## src/rtl/ddr_uart_burst_ctrl.sv

```systemverilog
// Frame controller between a UART byte stream and the DDR3 app interface:
// parses W/R command frames, runs the app handshakes, streams read bursts to TX.
module ddr_uart_burst_ctrl #(
  parameter int ADDR_W      = 28,
  parameter int DATA_W      = 256,
  parameter int TIMEOUT_CYC = 100000
) (
  input  logic              clk,
  input  logic              rst,
  input  logic              init_calib_complete,
  input  logic [7:0]        rx_data,
  input  logic              rx_valid,
  output logic [7:0]        tx_data,
  output logic              tx_valid,
  input  logic              tx_ready,
  output logic [ADDR_W-1:0] app_addr,
  output logic [2:0]        app_cmd,
  output logic              app_en,
  input  logic              app_rdy,
  output logic [DATA_W-1:0] app_wdf_data,
  output logic              app_wdf_wren,
  output logic              app_wdf_end,
  input  logic              app_wdf_rdy,
  input  logic [DATA_W-1:0] app_rd_data,
  input  logic              app_rd_data_valid,
  output logic              busy,
  output logic              done,
  output logic              frame_err
);

  localparam logic [2:0] S_IDLE  = 3'd0;
  localparam logic [2:0] S_ADDR  = 3'd1;
  localparam logic [2:0] S_WDATA = 3'd2;
  localparam logic [2:0] S_WCMD  = 3'd3;
  localparam logic [2:0] S_RCMD  = 3'd4;
  localparam logic [2:0] S_RWAIT = 3'd5;
  localparam logic [2:0] S_TXD   = 3'd6;

  localparam int              TMO_W    = $clog2(TIMEOUT_CYC + 1);
  localparam logic [TMO_W-1:0] TMO_LAST = TMO_W'(TIMEOUT_CYC - 1);

  logic [2:0]        state_q, state_d;
  logic              is_wr_q, is_wr_d;
  logic [4:0]        cnt_q, cnt_d;
  logic [TMO_W-1:0]  tmo_q, tmo_d;
  logic [ADDR_W-1:0] app_addr_q, app_addr_d;
  logic [DATA_W-1:0] wdata_q, wdata_d;
  logic [DATA_W-1:0] rdbuf_q, rdbuf_d;
  logic              en_ok_q, en_ok_d;
  logic              wdf_ok_q, wdf_ok_d;
  logic              gap_q, gap_d;
  logic              done_q, done_d;
  logic              err_q, err_d;

  assign busy         = (state_q != S_IDLE);
  assign app_en       = (state_q == S_RCMD) || ((state_q == S_WCMD) && !en_ok_q);
  assign app_cmd      = (state_q == S_RCMD) ? 3'b001 : 3'b000;
  assign app_wdf_wren = (state_q == S_WCMD) && !wdf_ok_q;
  assign app_wdf_end  = app_wdf_wren;
  assign app_wdf_data = wdata_q;
  assign app_addr     = app_addr_q;
  assign tx_valid     = (state_q == S_TXD) && !gap_q;
  assign tx_data      = rdbuf_q[DATA_W-1 -: 8];
  assign done         = done_q;
  assign frame_err    = err_q;

  always_comb begin
    state_d    = state_q;
    is_wr_d    = is_wr_q;
    cnt_d      = cnt_q;
    tmo_d      = '0;
    app_addr_d = app_addr_q;
    wdata_d    = wdata_q;
    rdbuf_d    = rdbuf_q;
    en_ok_d    = en_ok_q;
    wdf_ok_d   = wdf_ok_q;
    gap_d      = 1'b0;
    done_d     = 1'b0;
    err_d      = 1'b0;
    case (state_q)
      S_IDLE: begin
        if (rx_valid && init_calib_complete) begin
          if (rx_data == 8'h57 || rx_data == 8'h52) begin
            state_d = S_ADDR;
            is_wr_d = (rx_data == 8'h57);
            cnt_d   = '0;
            wdata_d = '0;
          end else begin
            err_d = 1'b1;
          end
        end
      end
      S_ADDR, S_WDATA: begin
        if (rx_valid) begin
          cnt_d = cnt_q + 5'd1;
          if (state_q == S_ADDR) begin
            // Shifting straight into the output register: the value is only
            // consumed after the fourth byte, so it is final at ADDR exit.
            app_addr_d = ADDR_W'({app_addr_q, rx_data});
            if (cnt_q == 5'd3) begin
              cnt_d   = '0;
              state_d = is_wr_q ? S_WDATA : S_RCMD;
            end
          end else begin
            wdata_d = {wdata_q[DATA_W-9:0], rx_data};
            if (cnt_q == 5'd31) begin
              cnt_d    = '0;
              en_ok_d  = 1'b0;
              wdf_ok_d = 1'b0;
              state_d  = S_WCMD;
            end
          end
        end else if (tmo_q == TMO_LAST) begin
          err_d   = 1'b1;
          state_d = S_IDLE;
        end else begin
          tmo_d = tmo_q + 1'b1;
        end
      end
      S_WCMD: begin
        en_ok_d  = en_ok_q || app_rdy;
        wdf_ok_d = wdf_ok_q || app_wdf_rdy;
        if (en_ok_d && wdf_ok_d) begin
          en_ok_d  = 1'b0;
          wdf_ok_d = 1'b0;
          done_d   = 1'b1;
          state_d  = S_IDLE;
        end
      end
      S_RCMD: begin
        if (app_rdy) state_d = S_RWAIT;
      end
      S_RWAIT: begin
        if (app_rd_data_valid) begin
          rdbuf_d = app_rd_data;
          cnt_d   = '0;
          state_d = S_TXD;
        end
      end
      S_TXD: begin
        // One idle cycle after each accepted byte while the next one shifts up.
        if (!gap_q && tx_ready) begin
          rdbuf_d = {rdbuf_q[DATA_W-9:0], 8'h00};
          cnt_d   = cnt_q + 5'd1;
          gap_d   = 1'b1;
          if (cnt_q == 5'd31) begin
            gap_d   = 1'b0;
            done_d  = 1'b1;
            state_d = S_IDLE;
          end
        end
      end
      default: state_d = S_IDLE;
    endcase
  end

  always_ff @(posedge clk or negedge rst) begin
    if (!rst) begin
      state_q    <= S_IDLE;
      is_wr_q    <= 1'b0;
      cnt_q      <= '0;
      tmo_q      <= '0;
      app_addr_q <= '0;
      wdata_q    <= '0;
      rdbuf_q    <= '0;
      en_ok_q    <= 1'b0;
      wdf_ok_q   <= 1'b0;
      gap_q      <= 1'b0;
      done_q     <= 1'b0;
      err_q      <= 1'b0;
    end else begin
      state_q    <= state_d;
      is_wr_q    <= is_wr_d;
      cnt_q      <= cnt_d;
      tmo_q      <= tmo_d;
      app_addr_q <= app_addr_d;
      wdata_q    <= wdata_d;
      rdbuf_q    <= rdbuf_d;
      en_ok_q    <= en_ok_d;
      wdf_ok_q   <= wdf_ok_d;
      gap_q      <= gap_d;
      done_q     <= done_d;
      err_q      <= err_d;
    end
  end

endmodule

```

## config.mk

```make
export PLATFORM = sky130hd
export DESIGN_NAME = ddr_uart_burst_ctrl
export DESIGN_NICKNAME = d
export VERILOG_FILES = /design/src/rtl/ddr_uart_burst_ctrl.sv
export SDC_FILE = /design/constraint.sdc
export NUM_CORES = 1
export LEC_CHECK = 0
export CAP_MARGIN = 30
export CORE_AREA = 2 2 221 223
export CTS_BUF_LIST = sky130_fd_sc_hd__clkbuf_8
export DETAILED_ROUTE_END_ITERATION = 8
export DIE_AREA = 0 0 223 225
export GPL_TIMING_DRIVEN = 0
export HOLD_SLACK_MARGIN = 0.02
export PLACE_DENSITY = 0.83
export REMOVE_ABC_BUFFERS = 1
export SLEW_MARGIN = 20
export SYNTH_ARGS = -nofsm -noshare
export SYNTH_HDL_FRONTEND = slang
export SYNTH_SLANG_ARGS = --single-unit
```

## constraint.sdc

```tcl
create_clock -name clk -period 4.5 [get_ports clk]
set_input_delay 0.675 -clock clk [delete_from_list [all_inputs] [get_ports clk]]
set_output_delay 0.675 -clock clk [all_outputs]
set_load 0.005 [all_outputs]
```

## After elaboration in Yosys (flattened, before gate mapping)

Index checks and enable logic that the tools add are counted.

- Bits in registers: 571
- Output and inout bits: 302

- Add/subtract/negate cells: 2
- Eq/ne operators: 24
- Multiplexer cells: 54
- Reductions and logical operators: 27

Operators with widths:

| cell | number |
|---|---|
| $mux W256 | 6 |
| $pmux W256 S2 | 2 |
| $mux W17 | 3 |
| $mux W5 | 8 |
| $mux W3 | 13 |
| $pmux W5 S4 | 1 |
| $pmux W3 S6 | 1 |
| $add A17 B1 Y17 const B | 1 |
| $eq A17 B17 Y1 const B | 1 |
| $eq A8 B7 Y1 const B | 2 |
| $mux W1 | 16 |
| $ne A2 B2 Y1 const B | 7 |
| $reduce_and A10 Y1 | 1 |
| $eq A3 B3 Y1 const B | 3 |
| $reduce_and A3 Y1 | 3 |
| $ne A4 B4 Y1 const B | 2 |
| $pmux W1 S2 | 4 |
| $eq A3 B2 Y1 const B | 2 |
| $logic_and A1 B1 Y1 | 6 |
| $ne A2 B1 Y1 const B | 3 |
| $reduce_and A6 Y1 | 1 |
| $reduce_bool A2 Y1 | 3 |
| $add A5 B1 Y5 const B | 1 |
| $eq A5 B2 Y1 const B | 1 |
| other kinds (11) | 16 |

## Longest topological paths before layout

Gate-level depths: netlist (run 1).

- Depth after elaboration: 5
- Gate-level depth with buffers: 10
- Depth with buffers taken out: 8

## Least setup slack after synthesis (run 1)

No wires, ideal clock.

- Path kind: input port to flip-flop
- Start: input rx_data[5]
- End: register wdata_q[29] (netlist: app_wdf_data[29])
- Library setup time: 0.136 ns
- Data arrival time: 2.087 ns
- Required time: 4.364 ns
- Slack: 2.277 ns
- Stages: 9
- Buffers on the path: 4
- Cells stage by stage: nand4bb_4 > nor4_4 > o21ai_4 > buf_4 > buf_6 > buf_8 > buf_6 > nand2_1 > o21ai_0

- Longest elaborated chain between the ends: 4

Ends and longest elaborated chain:

| element | line | source |
|---|---|---|
| start: declaration | 11 | `input logic [7:0] rx_data,` |
| $eq A8 B7 Y1 | 83 | `if (rx_data == 8'h57 \|\| rx_data == 8'h52) begin` |
| $logic_or A1 B1 Y1 (*) | 83 |  |
| $ne A2 B2 Y1 (no line) (*) | n/a |  |
| $reduce_and A5 Y1 (no line) (*) | n/a |  |
| end signal: assignment | 177 | `wdata_q <= wdata_d;` |
| end: declaration | 47 | `logic [DATA_W-1:0] wdata_q, wdata_d;` |

Every way passes the cells marked *; elsewhere a longest branch is shown, timed or not.
A chain may end at the register's enable or synchronous reset.

## Worst setup path in the final report (run 1)

- Start: register state_q[0]
- End: register rdbuf_q[219]

- Longest elaborated chain between the ends: 3

Ends and longest elaborated chain:

| element | line | source |
|---|---|---|
| start: declaration | 42 | `logic [2:0] state_q, state_d;` |
| start signal: assignment | 172 | `state_q <= state_d;` |
| $eq A3 B3 Y1 | 80 | `case (state_q)` |
| $ne A2 B1 Y1 (no line), or another cell as far along | n/a |  |
| $reduce_and A3 Y1 (no line) | n/a |  |
| end signal: assignment | 178 | `rdbuf_q <= rdbuf_d;` |
| end: declaration | 48 | `logic [DATA_W-1:0] rdbuf_q, rdbuf_d;` |

Several ways; a longest one is shown, not always the timed one.

==> results.cfg, run 1 <==
[setup_path]
path_max_fanout = 17
cp_slowest_stage_delay_ns = 0.64
path_cells = nand3b_1 > buf_6 > buf_6 > buf_16 > buf_8 > buf_8 > buf_6 > buf_8 > buf_8 > buf_6 > buf_8 > mux2i_1 > o21ai_0
worst-path-buf-inv = 10
reg2reg_slack_ns = 0.86
cp-start-kind = flip-flop
crit_path_top_delay_cell = dfrtp_1
worstSetupPathType = flip-flop to flip-flop
worst_setup_path_end_kind = flip-flop
cp_top_family = buffers and inverters
critPathRequiredTime_ns = 5.05
crit_arrival_ns = 4.19
r2r_end = rdbuf_q[219]$_DFFE_PN0P_
crit_top_cell = buf_8
regToRegStartpoint = state_q[0]$_DFFE_PN0P_
ff2ff_path_depth = 13

[synthesis]
async_flop_share_pct = 100
synth_seq_area_share_pct = 58.1
yosysWarningCount = 0
ys_ff_latch = 571
syn_area_sq_um = 24600
synth_edf_count = 0
synth.avg_cell_area_sq_um = 9.91
syn-instance-count = 2482
ys.flop_type = dfrtp_1
synth.distinct_cells = 55

[clock_tree]
ctsHoldBuffers = 1
tritoncts = built
h-tree-depth = 3
post_cts_resized = 0
root_buffer = clkbuf_8
cts.clk_slew.worst_paths_ns = 0.06
numCtsBuffers = 95
clock_sinks = 571
cts_buffer_depth = 3
clock_latency_ns = 0.67
post-cts-setup-buffers = 0

[global_route]
grt_pass1_vias = 19272
grt_first_pass_wirelength_um = 102000
overflow = 0
track_usage_pct = 25.5
grt_max_degree = 105
grt_antenna_before_repair = 8

[place]
port_buffers = 571
dp_slack_ns = 0.946
gp_congestion = 0.879
hpwl_um = 46600

[floorplan]
num_io_pins = 574
core_area_sq_um = 47500
die_h_um = 225
die-width_um = 223
die_area_sq_um = 50200
fp-row-count = 80
start_util_pct = 51.7

[hold_path]
hold_depth = 2
hold_start = rdbuf_q[170]$_DFFE_PN0P_
min_to = rdbuf_q[170]$_DFFE_PN0P_
hold_class = flip-flop to flip-flop

[routing]
top_layer = met4
antenna_left = 0
met2_wirelength_um = 33200
wl_met1_um = 25600
wl_um = 65100
wl_met3_um = 3290
drt_pass1_iterations = 5
vias_per_cell = 5.25
wire_per_inst_um = 17.5
post-route-drc-count = 0
vias = 19558
drtIter0Drc = 1304

[cells_and_area]
final_common_cell = nand2_1
syn_to_final_growth_pct = 35.5
final_layout_size_suffix_gt1_share_pct = 7.61
layout_common_cells = nand2_1, dfrtp_1, clkdlybuf4s50_1
nNetsFinal = 3296

[timing]
hold_viol = 0
maxSlewViolCount = 0
period_share_pct = 81.0
worst_pin_slew_ns = 0.808
min_period_ns = 3.64
setup_tns_ns = 0
worst_slack_ns = 0.857
fmax_ghz = 0.274
finalSetupViolCount = 0
grt_setup_unrepaired = false
worst_clock_skew_ns = 0.0261
max-slew-margin-rel_pct = 46.0

[power_and_ir_drop]
power_density_nw_per_um2 = 504
ir_drop_mv = 0.414
p_leak_nw = 16.1
p_total_w = 0.0168

[run]
drv_cap = 0

[outcome]
status = completed
-- Yosys cell counts, types with 9 or more instances --
master    count  area, sq um
nor2_1       26         97.6
mux2_2       29          327
o21ai_1      48          240
buf_4        16          120
o21ai_0     471         2360
dfrtp_1     571        14300
buf_6        20          225
buf_2        53          265
mux2i_1     248         2480
nand2_1     791         2970
xor2_1       11         96.3
nand3_1       9         45.0
clkbuf_1    100          375
-- metrics by stage --
step	util, %	cells	area [sq um]	hold WS (ns)
3_5_place_dp	66.0	3538	31400	0.469
2_1_floorplan	-	2293	23600	0.379
6_report	70.1	3725	33300	0.475
5_1_grt	70.1	3723	33300	0.483
3_3_place_gp	63.3	3479	30100	0.460
4_1_cts	70.1	3715	33300	0.432
-- area by class of cell --
type                            count  area (sq um)
Antenna cell                       10          25.0
Clock buffer                      124          1710
Clock inverter                     52           228
Fill cell                        3357         14200
Inverter                            7          26.3
Multi-Input combinational cell   1715          9310
Sequential cell                   571         14300
Tap cell                          615           769
Timing Repair Buffer              631          6990
-- flip-flops by register name, summed over array words and instances, names as in the netlist --
| register | cells |
|---|---|
| en_ok_q | 1 |
| app_wdf_data | 256 |
| cnt_q | 5 |
| gap_q | 1 |
| rdbuf_q | 256 |
| tmo_q | 17 |
| wdf_ok_q | 1 |
| state_q | 3 |
| frame_err | 1 |
| done | 1 |
| is_wr_q | 1 |
| app_addr | 28 |
-- worst min-delay path: stages (launching register included) --
cell     delay, ns
dfrtp_1       0.33
nand2_1       0.05
o21ai_0       0.06
-- routing by layer --
metal | up-vias | GRT usage (%)
met5 | - | 0
met4 | 0 | 13.3
met3 | 158 | 5.19
met2 | 567 | 43.6
met1 | 9408 | 30.6
li1 | 9425 | -
-- report_power, final --
| group | leakage [nW] | total, W | switching, W | internal, W |
|---|---|---|---|---|
| combinational | 7.39 | 0.00495 | 0.00272 | 0.00223 |
| sequential | 7.56 | 0.00729 | 0.000814 | 0.00647 |
| clock | 1.13 | 0.00456 | 0.00210 | 0.00246 |
| total | 16.1 | 0.0168 | 0.00563 | 0.0112 |
-- logic make-up after synthesis --
family | count (synthesis) | synth area share, %
and+or+nand+nor | 869 | 14.1
DFF | 571 | 58.1
AOI/OAI and AO/OA | 547 | 11.4
muxes | 278 | 11.5
buffers and inverters | 197 | 4.18
xor gates and xnor gates | 16 | 0.570
adders and majority gates | 3 | 0.153
other | 1 | 0.0152
-- worst max path at each step --
stage,endpoint,from,cells after the start
detailed placement,rdbuf_q[251]$_DFFE_PN0P_,state_q[0]$_DFFE_PN0P_,13
floorplan,state_q[1]$_DFFE_PN0P_,state_q[2]$_DFFE_PN0P_,5
global placement,app_wdf_data[201]$_DFFE_PN0P_,rst,1
global route,rdbuf_q[219]$_DFFE_PN0P_,state_q[0]$_DFFE_PN0P_,13
finish,rdbuf_q[219]$_DFFE_PN0P_,state_q[0]$_DFFE_PN0P_,13
CTS,rdbuf_q[219]$_DFFE_PN0P_,state_q[0]$_DFFE_PN0P_,13
No activity file was read; power rests on OpenSTA's default activity.
==> run 2: changes to the inputs <==
Settings changed: CORE_AREA 2 2 221 223 to 2 2 232 234, DIE_AREA 0 0 223 225 to 0 0 234 236, PLACE_DENSITY 0.83 to 0.79.
Clock period 4.5 ns to 3.25 ns, I/O delays scaled along.
==> run 2 against run 1 <==
Net effect:
- first-iteration DRC count down 14%
- clock power up 40%
- sequential cell count unchanged
- wire length down 2.3%
- non-clock buffer count up 4
- critical path depth down 1
- power up 39%
- critical path type unchanged
- critical endpoint is now rdbuf_q[119]$_DFFE_PN0P_
- largest power group unchanged
==> results.cfg, run 2 (synthesis gave the netlist of run 1 again) <==
[outcome]
status = completed

[clock_tree]
cts_buffer_depth = 3
h-tree-depth = 3
clock_latency_ns = 0.66
root_buffer = clkbuf_8
numCtsBuffers = 96
clock_sinks = 571
tritoncts = built
cts.clk_slew.worst_paths_ns = 0.06

[setup_path]
critPathRequiredTime_ns = 3.78
worstSetupPathType = flip-flop to flip-flop
path_max_fanout = 17
cp-start-kind = flip-flop
worst_setup_path_end_kind = flip-flop
crit_arrival_ns = 3.64

[timing]
whs_ns = 0.287
worst_pin_slew_ns = 0.798
hold_viol = 0
fmax_ghz = 0.322
min_period_ns = 3.11
grt_setup_unrepaired = false
max-slew-margin-rel_pct = 46.6
finalSetupViolCount = 0
period_share_pct = 95.6
maxSlewViolCount = 0
worst_clock_skew_ns = 0.0304

[cells_and_area]
nNetsFinal = 3301
multi_input_area_sq_um = 9320
final_common_cell = nand2_1
n_fill_cell = 4181
regArea_sq_um = 14300
syn_to_final_growth_pct = 36.4
final_layout_size_suffix_gt1_share_pct = 7.86
layout_common_cells = nand2_1, clkdlybuf4s50_1, dfrtp_1
utilization_pct = 63.2

[global_route]
grt_antenna_before_repair = 13
grt_max_degree = 98
top_usage_layer = met2
track_usage_pct = 22.5
overflow = 0
met3_usage_pct = 4.62
grt_first_pass_wirelength_um = 99500
grt_pass1_vias = 18929
grt_util_met1_pct = 27.3
grt_use_met2_pct = 37.2

[place]
gp_congestion = 0.868
hpwl_um = 45900
port_buffers = 571

[floorplan]
fp-row-count = 85
num_io_pins = 574
core_area_sq_um = 53100
die_h_um = 236
die-width_um = 234
start_util_pct = 46.4
die_area_sq_um = 55200

[power_and_ir_drop]
swShare_pct = 33.0
p_leak_nw = 16.1
power_density_nw_per_um2 = 698
p_clk_share_pct = 27.2
p_switching_w = 0.00772
comb_power_share_pct = 29.7
power_frac_seq_pct = 43.0
p_total_w = 0.0234
ir_drop_mv = 0.538
internal_power_w = 0.0157

[routing]
drtIter0Drc = 1118
antenna_left = 0
wire_per_inst_um = 16.7
vias = 19193
post-route-drc-count = 0
vias_per_cell = 5.03
wl_um = 63600
drt_pass1_iterations = 5

[hold_path]
hold_class = primary input to async pin

[run]
drv_cap = 0
## run 2: changes by cell type in the layout (fill, tap and decap cells not counted), moves of 2 or more
cell / delta
buf_6: +6
buf_8: -5
clkbuf_8: +5
clkinvlp_4: -4
diode_2: +4
clkinv_2: -3
dfrtp_1: -3
dfrtp_2: +3
buf_16: +2
## run 2: worst paths after layout
kind,endpoint,cells past startpoint,start,slack [ns]
min in group clk,rdbuf_q[2]$_DFFE_PN0P_,3,app_rd_data[2],0.38
max in group asynchronous,app_wdf_data[17]$_DFFE_PN0P_,5,rst,1.32
worst min register to register,rdbuf_q[202]$_DFFE_PN0P_,2,rdbuf_q[202]$_DFFE_PN0P_,0.48
worst max register to register,rdbuf_q[119]$_DFFE_PN0P_,12,state_q[0]$_DFFE_PN0P_,0.14
worst min-delay path,rdbuf_q[77]$_DFFE_PN0P_,2,rst,0.29
worst max-delay path,rdbuf_q[119]$_DFFE_PN0P_,12,state_q[0]$_DFFE_PN0P_,0.14
## run 2: final cells by class
type | instances | share of cell area [%]
flip-flops and latches | 571 | 42.6
clock inverters | 46 | 0.570
clock buffers | 129 | 5.29
inverters | 7 | 0.0783
diodes | 14 | 0.104
well taps | 696 | 2.59
multi-input cells | 1715 | 27.8
repair buffers | 635 | 21.0
## run 2: layer usage
layer	routed length [um]	part of all wire, %
met1	25300	40
met2	31800	50
met3	3310	5.2
met4	3090	4.9
met5	0	0
## run 2: worst max-delay path: stages (launching register included)
cell	delay, ns
dfrtp_2	0.55
nand3b_1	0.20
buf_6	0.21
buf_6	0.21
buf_6	0.21
buf_8	0.18
buf_6	0.20
buf_8	0.17
buf_6	0.19
buf_8	0.19
buf_6	0.20
mux2i_1	0.30
o21ai_0	0.11
## run 2: power by group through the flow
| stage | Clock [W] | Sequential [W] | Combinational, W |
|---|---|---|---|
| 2_1_floorplan | 0 | 0.00999 | 0.00329 |
| 3_3_place_gp | 0 | 0.0102 | 0.00476 |
| 3_5_place_dp | 0 | 0.0102 | 0.00692 |
| 4_1_cts | 0.00657 | 0.0101 | 0.00697 |
| 5_1_grt | 0.00688 | 0.0103 | 0.00773 |
| 6_report | 0.00638 | 0.0101 | 0.00696 |
## run 2: stage by stage
stage	area [sq um]	instances	setup slack (ns)	TNS, ns
final	33600	3813	0.144	0
after global routing	33600	3812	0.0177	0
after CTS	33500	3798	0.0407	0
after detailed placement	31500	3621	-0.181	-8.24
after global placement	30200	3560	-23.01	-
after floorplan	23600	2293	-8.33	-3100.98
## run 2: timing repair
item	4_1_cts	5_1_grt
setup endpoints to repair	51	73
hold buffers	1	0
gates cloned	0	1
resized for setup	3	3
endpoints found under the hold margin	211	0
setup buffers	1	0
